**src/rtl/rob_retire_ctl_if.sv**
```systemverilog
// Retirement-controller bus: ROB head slots in, consume/register-file/store/flush out.
// master = the retirement controller, slave = the ROB / register-file / memory side.
interface rob_retire_ctl_if #(
  parameter int EXT_COUNT = 2
);
  localparam int EXTCOUNTLOG2 = (EXT_COUNT > 1) ? $clog2(EXT_COUNT) : 1;

  logic [EXT_COUNT-1:0]         slot_valid;
  logic [EXT_COUNT-1:0][4:0]    slot_dest_reg;
  logic [EXT_COUNT-1:0]         slot_dest_valid;
  logic [EXT_COUNT-1:0][31:0]   slot_result;
  logic [EXT_COUNT-1:0]         slot_is_store;
  logic [EXT_COUNT-1:0][31:0]   slot_st_addr;
  logic [EXT_COUNT-1:0][31:0]   slot_st_data;
  logic [EXT_COUNT-1:0]         slot_exc;
  logic [EXT_COUNT-1:0][31:0]   slot_pc;
  logic                         empty;

  logic                         consume;
  logic [EXTCOUNTLOG2-1:0]      consume_count;
  logic [EXT_COUNT-1:0]         rf_we;
  logic [EXT_COUNT-1:0][4:0]    rf_waddr;
  logic [EXT_COUNT-1:0][31:0]   rf_wdata;

  logic                         st_req;
  logic [31:0]                  st_addr;
  logic [31:0]                  st_data;
  logic                         st_ack;

  logic                         flush;
  logic [31:0]                  flush_pc;
  logic                         flush_done;

  logic [31:0]                  retired_count;

  modport master (
    input  slot_valid, slot_dest_reg, slot_dest_valid, slot_result, slot_is_store,
           slot_st_addr, slot_st_data, slot_exc, slot_pc, empty, st_ack, flush_done,
    output consume, consume_count, rf_we, rf_waddr, rf_wdata,
           st_req, st_addr, st_data, flush, flush_pc, retired_count
  );

  modport slave (
    output slot_valid, slot_dest_reg, slot_dest_valid, slot_result, slot_is_store,
           slot_st_addr, slot_st_data, slot_exc, slot_pc, empty, st_ack, flush_done,
    input  consume, consume_count, rf_we, rf_waddr, rf_wdata,
           st_req, st_addr, st_data, flush, flush_pc, retired_count
  );
endinterface

```
**src/rtl/rob_retire_ctl.sv**
```systemverilog
// In-order ROB retirement: retires up to EXT_COUNT completed head entries per cycle,
// commits stores one at a time and raises a flush on a faulting head.
module rob_retire_lane (
  input  logic       prev_ok,
  input  logic       valid,
  input  logic       exc,
  input  logic       is_store,
  input  logic       dest_valid,
  input  logic [4:0] dest_reg,
  output logic       ok,
  output logic       we
);
  // A lane retires only if every older lane did and it is a plain completed op.
  assign ok = prev_ok & valid & ~exc & ~is_store;
  assign we = ok & dest_valid & (|dest_reg);
endmodule

module rob_retire_ctl #(
  parameter int EXT_COUNT = 2
) (
  input  logic              clock,
  input  logic              reset_n,
  rob_retire_ctl_if.master  bus
);
  localparam int EXTCOUNTLOG2 = (EXT_COUNT > 1) ? $clog2(EXT_COUNT) : 1;

  typedef enum logic [1:0] {RUN, ST_WAIT, FLUSH} state_t;
  state_t state;

  logic [EXT_COUNT:0]   ok_chain;
  logic [EXT_COUNT-1:0] we_lane;

  assign ok_chain[0] = (state == RUN) & ~bus.empty;

  for (genvar i = 0; i < EXT_COUNT; i++) begin : g_lane
    rob_retire_lane u_lane (
      .prev_ok    (ok_chain[i]),
      .valid      (bus.slot_valid[i]),
      .exc        (bus.slot_exc[i]),
      .is_store   (bus.slot_is_store[i]),
      .dest_valid (bus.slot_dest_valid[i]),
      .dest_reg   (bus.slot_dest_reg[i]),
      .ok         (ok_chain[i+1]),
      .we         (we_lane[i])
    );
  end

  assign bus.rf_we    = we_lane;
  assign bus.rf_waddr = bus.slot_dest_reg;
  assign bus.rf_wdata = bus.slot_result;

  // The store retires on its ack cycle; the chain is idle outside RUN so count is 0 there.
  assign bus.consume       = (state == ST_WAIT) ? bus.st_ack : ok_chain[1];
  assign bus.consume_count = (EXT_COUNT > 1) ? EXTCOUNTLOG2'(ok_chain[EXT_COUNT]) : '0;

  always_ff @(posedge clock or negedge reset_n) begin
    if (!reset_n) begin
      state             <= RUN;
      bus.st_req        <= 1'b0;
      bus.st_addr       <= '0;
      bus.st_data       <= '0;
      bus.flush         <= 1'b0;
      bus.flush_pc      <= '0;
      bus.retired_count <= '0;
    end else begin
      if (bus.consume)
        bus.retired_count <= bus.retired_count + 32'(bus.consume_count) + 32'd1;
      case (state)
        RUN: begin
          if (!bus.empty && bus.slot_valid[0]) begin
            if (bus.slot_exc[0]) begin
              bus.flush    <= 1'b1;
              bus.flush_pc <= bus.slot_pc[0];
              state        <= FLUSH;
            end else if (bus.slot_is_store[0]) begin
              bus.st_req  <= 1'b1;
              bus.st_addr <= bus.slot_st_addr[0];
              bus.st_data <= bus.slot_st_data[0];
              state       <= ST_WAIT;
            end
          end
        end
        ST_WAIT: begin
          if (bus.st_ack) begin
            bus.st_req <= 1'b0;
            state      <= RUN;
          end
        end
        FLUSH: begin
          bus.flush <= 1'b0;
          if (bus.flush_done) state <= RUN;
        end
        default: state <= RUN;
      endcase
    end
  end
endmodule
```
**src/flat_wrapper.sv**
```systemverilog
// flat-port wrapper written by rule: the top's interface ports become plain ports
module rob_retire_ctl_flat 
#(
  parameter int EXT_COUNT = 2
)
  (clock, reset_n, bus_slot_valid, bus_slot_dest_reg, bus_slot_dest_valid, bus_slot_result, bus_slot_is_store, bus_slot_st_addr, bus_slot_st_data, bus_slot_exc, bus_slot_pc, bus_empty, bus_st_ack, bus_flush_done, bus_consume, bus_consume_count, bus_rf_we, bus_rf_waddr, bus_rf_wdata, bus_st_req, bus_st_addr, bus_st_data, bus_flush, bus_flush_pc, bus_retired_count);
  rob_retire_ctl_if #(.EXT_COUNT(EXT_COUNT)) bus_i ();
  input  logic clock;
  input  logic reset_n;
  input wire logic [$bits(bus_i.slot_valid)-1:0] bus_slot_valid;
  input wire logic [$bits(bus_i.slot_dest_reg)-1:0] bus_slot_dest_reg;
  input wire logic [$bits(bus_i.slot_dest_valid)-1:0] bus_slot_dest_valid;
  input wire logic [$bits(bus_i.slot_result)-1:0] bus_slot_result;
  input wire logic [$bits(bus_i.slot_is_store)-1:0] bus_slot_is_store;
  input wire logic [$bits(bus_i.slot_st_addr)-1:0] bus_slot_st_addr;
  input wire logic [$bits(bus_i.slot_st_data)-1:0] bus_slot_st_data;
  input wire logic [$bits(bus_i.slot_exc)-1:0] bus_slot_exc;
  input wire logic [$bits(bus_i.slot_pc)-1:0] bus_slot_pc;
  input wire logic [$bits(bus_i.empty)-1:0] bus_empty;
  input wire logic [$bits(bus_i.st_ack)-1:0] bus_st_ack;
  input wire logic [$bits(bus_i.flush_done)-1:0] bus_flush_done;
  output wire logic [$bits(bus_i.consume)-1:0] bus_consume;
  output wire logic [$bits(bus_i.consume_count)-1:0] bus_consume_count;
  output wire logic [$bits(bus_i.rf_we)-1:0] bus_rf_we;
  output wire logic [$bits(bus_i.rf_waddr)-1:0] bus_rf_waddr;
  output wire logic [$bits(bus_i.rf_wdata)-1:0] bus_rf_wdata;
  output wire logic [$bits(bus_i.st_req)-1:0] bus_st_req;
  output wire logic [$bits(bus_i.st_addr)-1:0] bus_st_addr;
  output wire logic [$bits(bus_i.st_data)-1:0] bus_st_data;
  output wire logic [$bits(bus_i.flush)-1:0] bus_flush;
  output wire logic [$bits(bus_i.flush_pc)-1:0] bus_flush_pc;
  output wire logic [$bits(bus_i.retired_count)-1:0] bus_retired_count;
  assign bus_i.slot_valid = bus_slot_valid;
  assign bus_i.slot_dest_reg = bus_slot_dest_reg;
  assign bus_i.slot_dest_valid = bus_slot_dest_valid;
  assign bus_i.slot_result = bus_slot_result;
  assign bus_i.slot_is_store = bus_slot_is_store;
  assign bus_i.slot_st_addr = bus_slot_st_addr;
  assign bus_i.slot_st_data = bus_slot_st_data;
  assign bus_i.slot_exc = bus_slot_exc;
  assign bus_i.slot_pc = bus_slot_pc;
  assign bus_i.empty = bus_empty;
  assign bus_i.st_ack = bus_st_ack;
  assign bus_i.flush_done = bus_flush_done;
  assign bus_consume = bus_i.consume;
  assign bus_consume_count = bus_i.consume_count;
  assign bus_rf_we = bus_i.rf_we;
  assign bus_rf_waddr = bus_i.rf_waddr;
  assign bus_rf_wdata = bus_i.rf_wdata;
  assign bus_st_req = bus_i.st_req;
  assign bus_st_addr = bus_i.st_addr;
  assign bus_st_data = bus_i.st_data;
  assign bus_flush = bus_i.flush;
  assign bus_flush_pc = bus_i.flush_pc;
  assign bus_retired_count = bus_i.retired_count;
  rob_retire_ctl #(.EXT_COUNT(EXT_COUNT)) u_core (.clock(clock), .reset_n(reset_n), .bus(bus_i));
endmodule
```
**config.mk**
```make
export PLATFORM = sky130hd
export DESIGN_NAME = rob_retire_ctl_flat
export DESIGN_NICKNAME = d
export VERILOG_FILES = /design/src/rtl/rob_retire_ctl_if.sv /design/src/rtl/rob_retire_ctl.sv /design/src/flat_wrapper.sv
export SDC_FILE = /design/constraint.sdc
export NUM_CORES = 1
export LEC_CHECK = 0
export ABC_AREA = 1
export BUFFER_PORTS_ARGS = -buffer_cell sky130_fd_sc_hd__buf_2
export CORE_AREA = 3 3 187 189
export CTS_BUF_LIST = sky130_fd_sc_hd__clkbuf_16
export CTS_CLUSTER_SIZE = 20
export DETAILED_ROUTE_END_ITERATION = 16
export DIE_AREA = 0 0 190 192
export GPL_TIMING_DRIVEN = 0
export PLACE_DENSITY = 0.53
export SYNTH_ARGS = -nofsm -noshare
export SYNTH_HDL_FRONTEND = slang
export SYNTH_SLANG_ARGS = --single-unit
```
**constraint.sdc**
```tcl
create_clock -name clock -period 2.3 [get_ports clock]
set_clock_uncertainty 0.15 [all_clocks]
set_input_delay 0.575 -clock clock [delete_from_list [all_inputs] [get_ports clock]]
set_output_delay 0.575 -clock clock [all_outputs]
set_load 0.03 [all_outputs]
```
==> metrics <==
global route overflow=0; PD cells=1180 mW/mm^2; Final Max Slew Viols=0; GRT Total Usage=11.2%; Worst-Margin Slew=0.567 ns; post-synth top area cell=dfrtp_1; Tcrit/Tclk final=101%; Clock Sinks=132; Via density=3.80; DR pass1 iterations=5; Sw Ratio=42.5%; Setup Crit Path Kind=flip-flop to output pin; synthesized area per cell=8.49 um^2; max-cap violations=0; H-tree depth=4; failing checks=setup timing; post-synthesis cell area=0.00661 mm^2; Ys Warns=0; r2r setup slk=0.03 ns; Final WS setup=-0.0153 ns; Logic pwr share=42.4%; DPL Wire Length=16500 um; share of cells above drive strength 1=47.2%; TritonCTS clock tree=yes; Rows=67; DIE HEIGHT=192 um; Floorplan Core Area=0.0334 mm^2; initial antenna violation count=3; RD Place Congestion=0.789; Period minus WS final=2.32 ns; relative slew slack=62.2%; crit-path max FO=3; number of global-route vias before repair=5817; critical path endpoint category=output pin; Psw=4880 uW; Num CTS Buffers=17; end of the worst hold path=u_core.state[1]$_DFFE_PN0P_; count of different cell masters after synthesis=24; critical path startpoint category=flip-flop; Post-Synthesis Net Count=1059; area fraction of the dominant cell type after synthesis=50.0%; Final ANT Viol Nets=0; count leader, synth=nand2_1; largest net degree at the start of global routing=80; Mapped Cells=778; Int Pwr=6590 uW; area of the multi-input gates=0.00235 mm^2; vias=6047; critical path data arrival time=1.59 ns; I/O Buffers=325; root buffer cell=clkbuf_16; Top FF cell, synth=dfrtp_1; Final Hold Viols=0; Fillers=3639; clock-pin transition on the worst setup and hold timing paths=0.06 ns; reg2reg path depth=16; WP data required=1.57 ns; worst vdd ir=0.581 mV; power after layout=11500 uW; final-report setup violation count=3; Worst Hold Depth=2; Worst Hold Launch=bus_flush_done; register area=0.00330 mm^2; initial core utilization=19.8%; Ports=487; #FFs+latches synth=132; Leak=0.00541 uW; Chip Width=190 um; routed length per placed instance=13.1 um; DRC violations left=0; Seq/Total Area, Yosys=50.0%; Routed WL=20900 um; total die area=0.0365 mm^2; TNS Setup=-0.0446 ns; antenna diode count=0; Core Util, Final=29.2%; top cells by area, synth=dfrtp_1 50%, nand2_1 13%, buf_4 8.8%; number of flops mapped to enable cells by yosys=0; fmax=432 MHz; r2r endpoint=u_core.bus.retired_count[28]$_DFFE_PN0P_; Post-synth top cells=228 x nand2_1, 132 x dfrtp_1, 97 x inv_1, 77 x buf_4, 61 x nor2_1; Final nets=1411; Clock Tree Buf Depth=2; Clock power frac=26.0%; final hold slack=0.187 ns; Worst-Skew Late Latency=0.42 ns; area added between synthesis and finish=47.8%; outcome=complete, but fails checks; Crit Reg-Reg Startpoint=u_core.state[1]$_DFFE_PN0P_; pre-CTS setup slack=-0.643 ns; Hold Path Class=input pin to flip-flop; RSZ-0062 raised after global routing=true; Flop pwr share=31.6%; ys async rst share=100%; initial DRC count=207; first-pass GRT wire length=31900 um
-- layer usage --
metal,GRT usage [%],vias to the layer above,wire (um)
met4,2.93,4,253
met5,0,-,27
met2,18.1,201,10300
met3,4.53,20,1650
met1,13.9,2803,8640
li1,-,3019,-
-- kinds of logic after synthesis --
logic type | Yosys count | synth area share, %
compound gates | 80 | 9.00
buf+inv | 199 | 17.2
fa+ha+maj | 2 | 0.379
simple gates | 349 | 21.3
flops | 132 | 50.0
xor+xnor | 16 | 2.12
-- critical path, cell delays in order (launching register included) --
cell	delay, ns
dfrtp_2	0.44
nor2_4	0.14
nand2_2	0.08
nor2_4	0.16
nand2_4	0.10
nor2_4	0.12
buf_6	0.13
-- metrics by stage --
| step | area, um^2 | cells |
|---|---|---|
| 5_1_grt | 9760 | 1591 |
| 2_1_floorplan | 6660 | 778 |
| 6_report | 9760 | 1591 |
| 3_3_place_gp | 8850 | 1551 |
| 3_5_place_dp | 8880 | 1552 |
| 4_1_cts | 9690 | 1589 |
-- power groups by stage --
stage          Sequential, uW  Combinational [uW]  Clock (uW)
3_5_place_dp             3640                4840           0
3_3_place_gp             3620                4800           0
4_1_cts                  3620                4950        3100
5_1_grt                  3740                5280        3220
2_1_floorplan            5250                1650           0
6_report                 3620                4870        2980
-- layout by cell type (no fill, tap or decap), types with 2 or more instances in the layout --
| master | synthesis | layout |
|---|---|---|
| o21ai_2 | 51 | 52 |
| buf_4 | 77 | 83 |
| nor2_2 | 1 | 5 |
| nor2_4 | 0 | 10 |
| nand3_1 | 45 | 45 |
| o21ai_0 | 21 | 14 |
| xor2_1 | 8 | 8 |
| dfrtp_1 | 132 | 131 |
| bufinv_16 | 0 | 5 |
| clkinvlp_4 | 0 | 3 |
| buf_2 | 1 | 320 |
| nand4_1 | 5 | 5 |
| o21ai_1 | 5 | 11 |
| nand3b_1 | 3 | 3 |
| inv_2 | 0 | 2 |
| nor2_1 | 61 | 47 |
| clkbuf_1 | 11 | 10 |
| clkbuf_16 | 0 | 18 |
| inv_1 | 97 | 94 |
| clkinv_1 | 0 | 4 |
| nand2_2 | 0 | 6 |
| nand2_1 | 228 | 215 |
| buf_6 | 13 | 18 |
| nand2_4 | 0 | 7 |
| nor3_1 | 3 | 3 |
| ha_4 | 0 | 2 |
| xnor2_1 | 8 | 8 |
-- cell type report --
cell class	instances	area share (%)
Sequential cell	132	33.8
Multi-Input combinational cell	447	24.1
Timing Repair Buffer	335	18.0
Buffer	100	8.06
Tap cell	448	5.74
Clock buffer	17	4.36
Inverter	97	3.75
Clock inverter	15	2.15
-- how the worst max path moves through the flow --
| stage | startpoint | end | cells past startpoint |
|---|---|---|---|
| after detailed placement | bus_slot_exc[0] | u_core.bus.retired_count[28]$_DFFE_PN0P_ | 17 |
| after global routing | u_core.state[1]$_DFFE_PN0P_ | bus_rf_we[1] | 6 |
| after floorplan | bus_slot_exc[0] | u_core.bus.retired_count[28]$_DFFE_PN0P_ | 17 |
| after CTS | u_core.state[1]$_DFFE_PN0P_ | bus_rf_we[0] | 6 |
| final | u_core.state[1]$_DFFE_PN0P_ | bus_rf_we[1] | 6 |
| after global placement | reset_n | u_core.bus.flush_pc[13]$_DFFE_PN0P_ | 1 |
-- sequential cells by signal, summed over array words and instances, names as in the netlist --
register,flops
u_core.bus.flush_pc,32
u_core.bus.retired_count,32
u_core.bus.st_data,32
u_core.bus.flush,1
u_core.bus.st_addr,32
u_core.state,2
u_core.bus.st_req,1
-- what timing repair did --
action	4_1_cts	5_1_grt
gates resized for setup	37	21
buffers inserted	6	2
endpoints found under the setup margin	32	51
pin swaps	12	10
hold buffers	1	0
endpoints found under the hold margin	53	0
(Power assumes the default switching activity.)
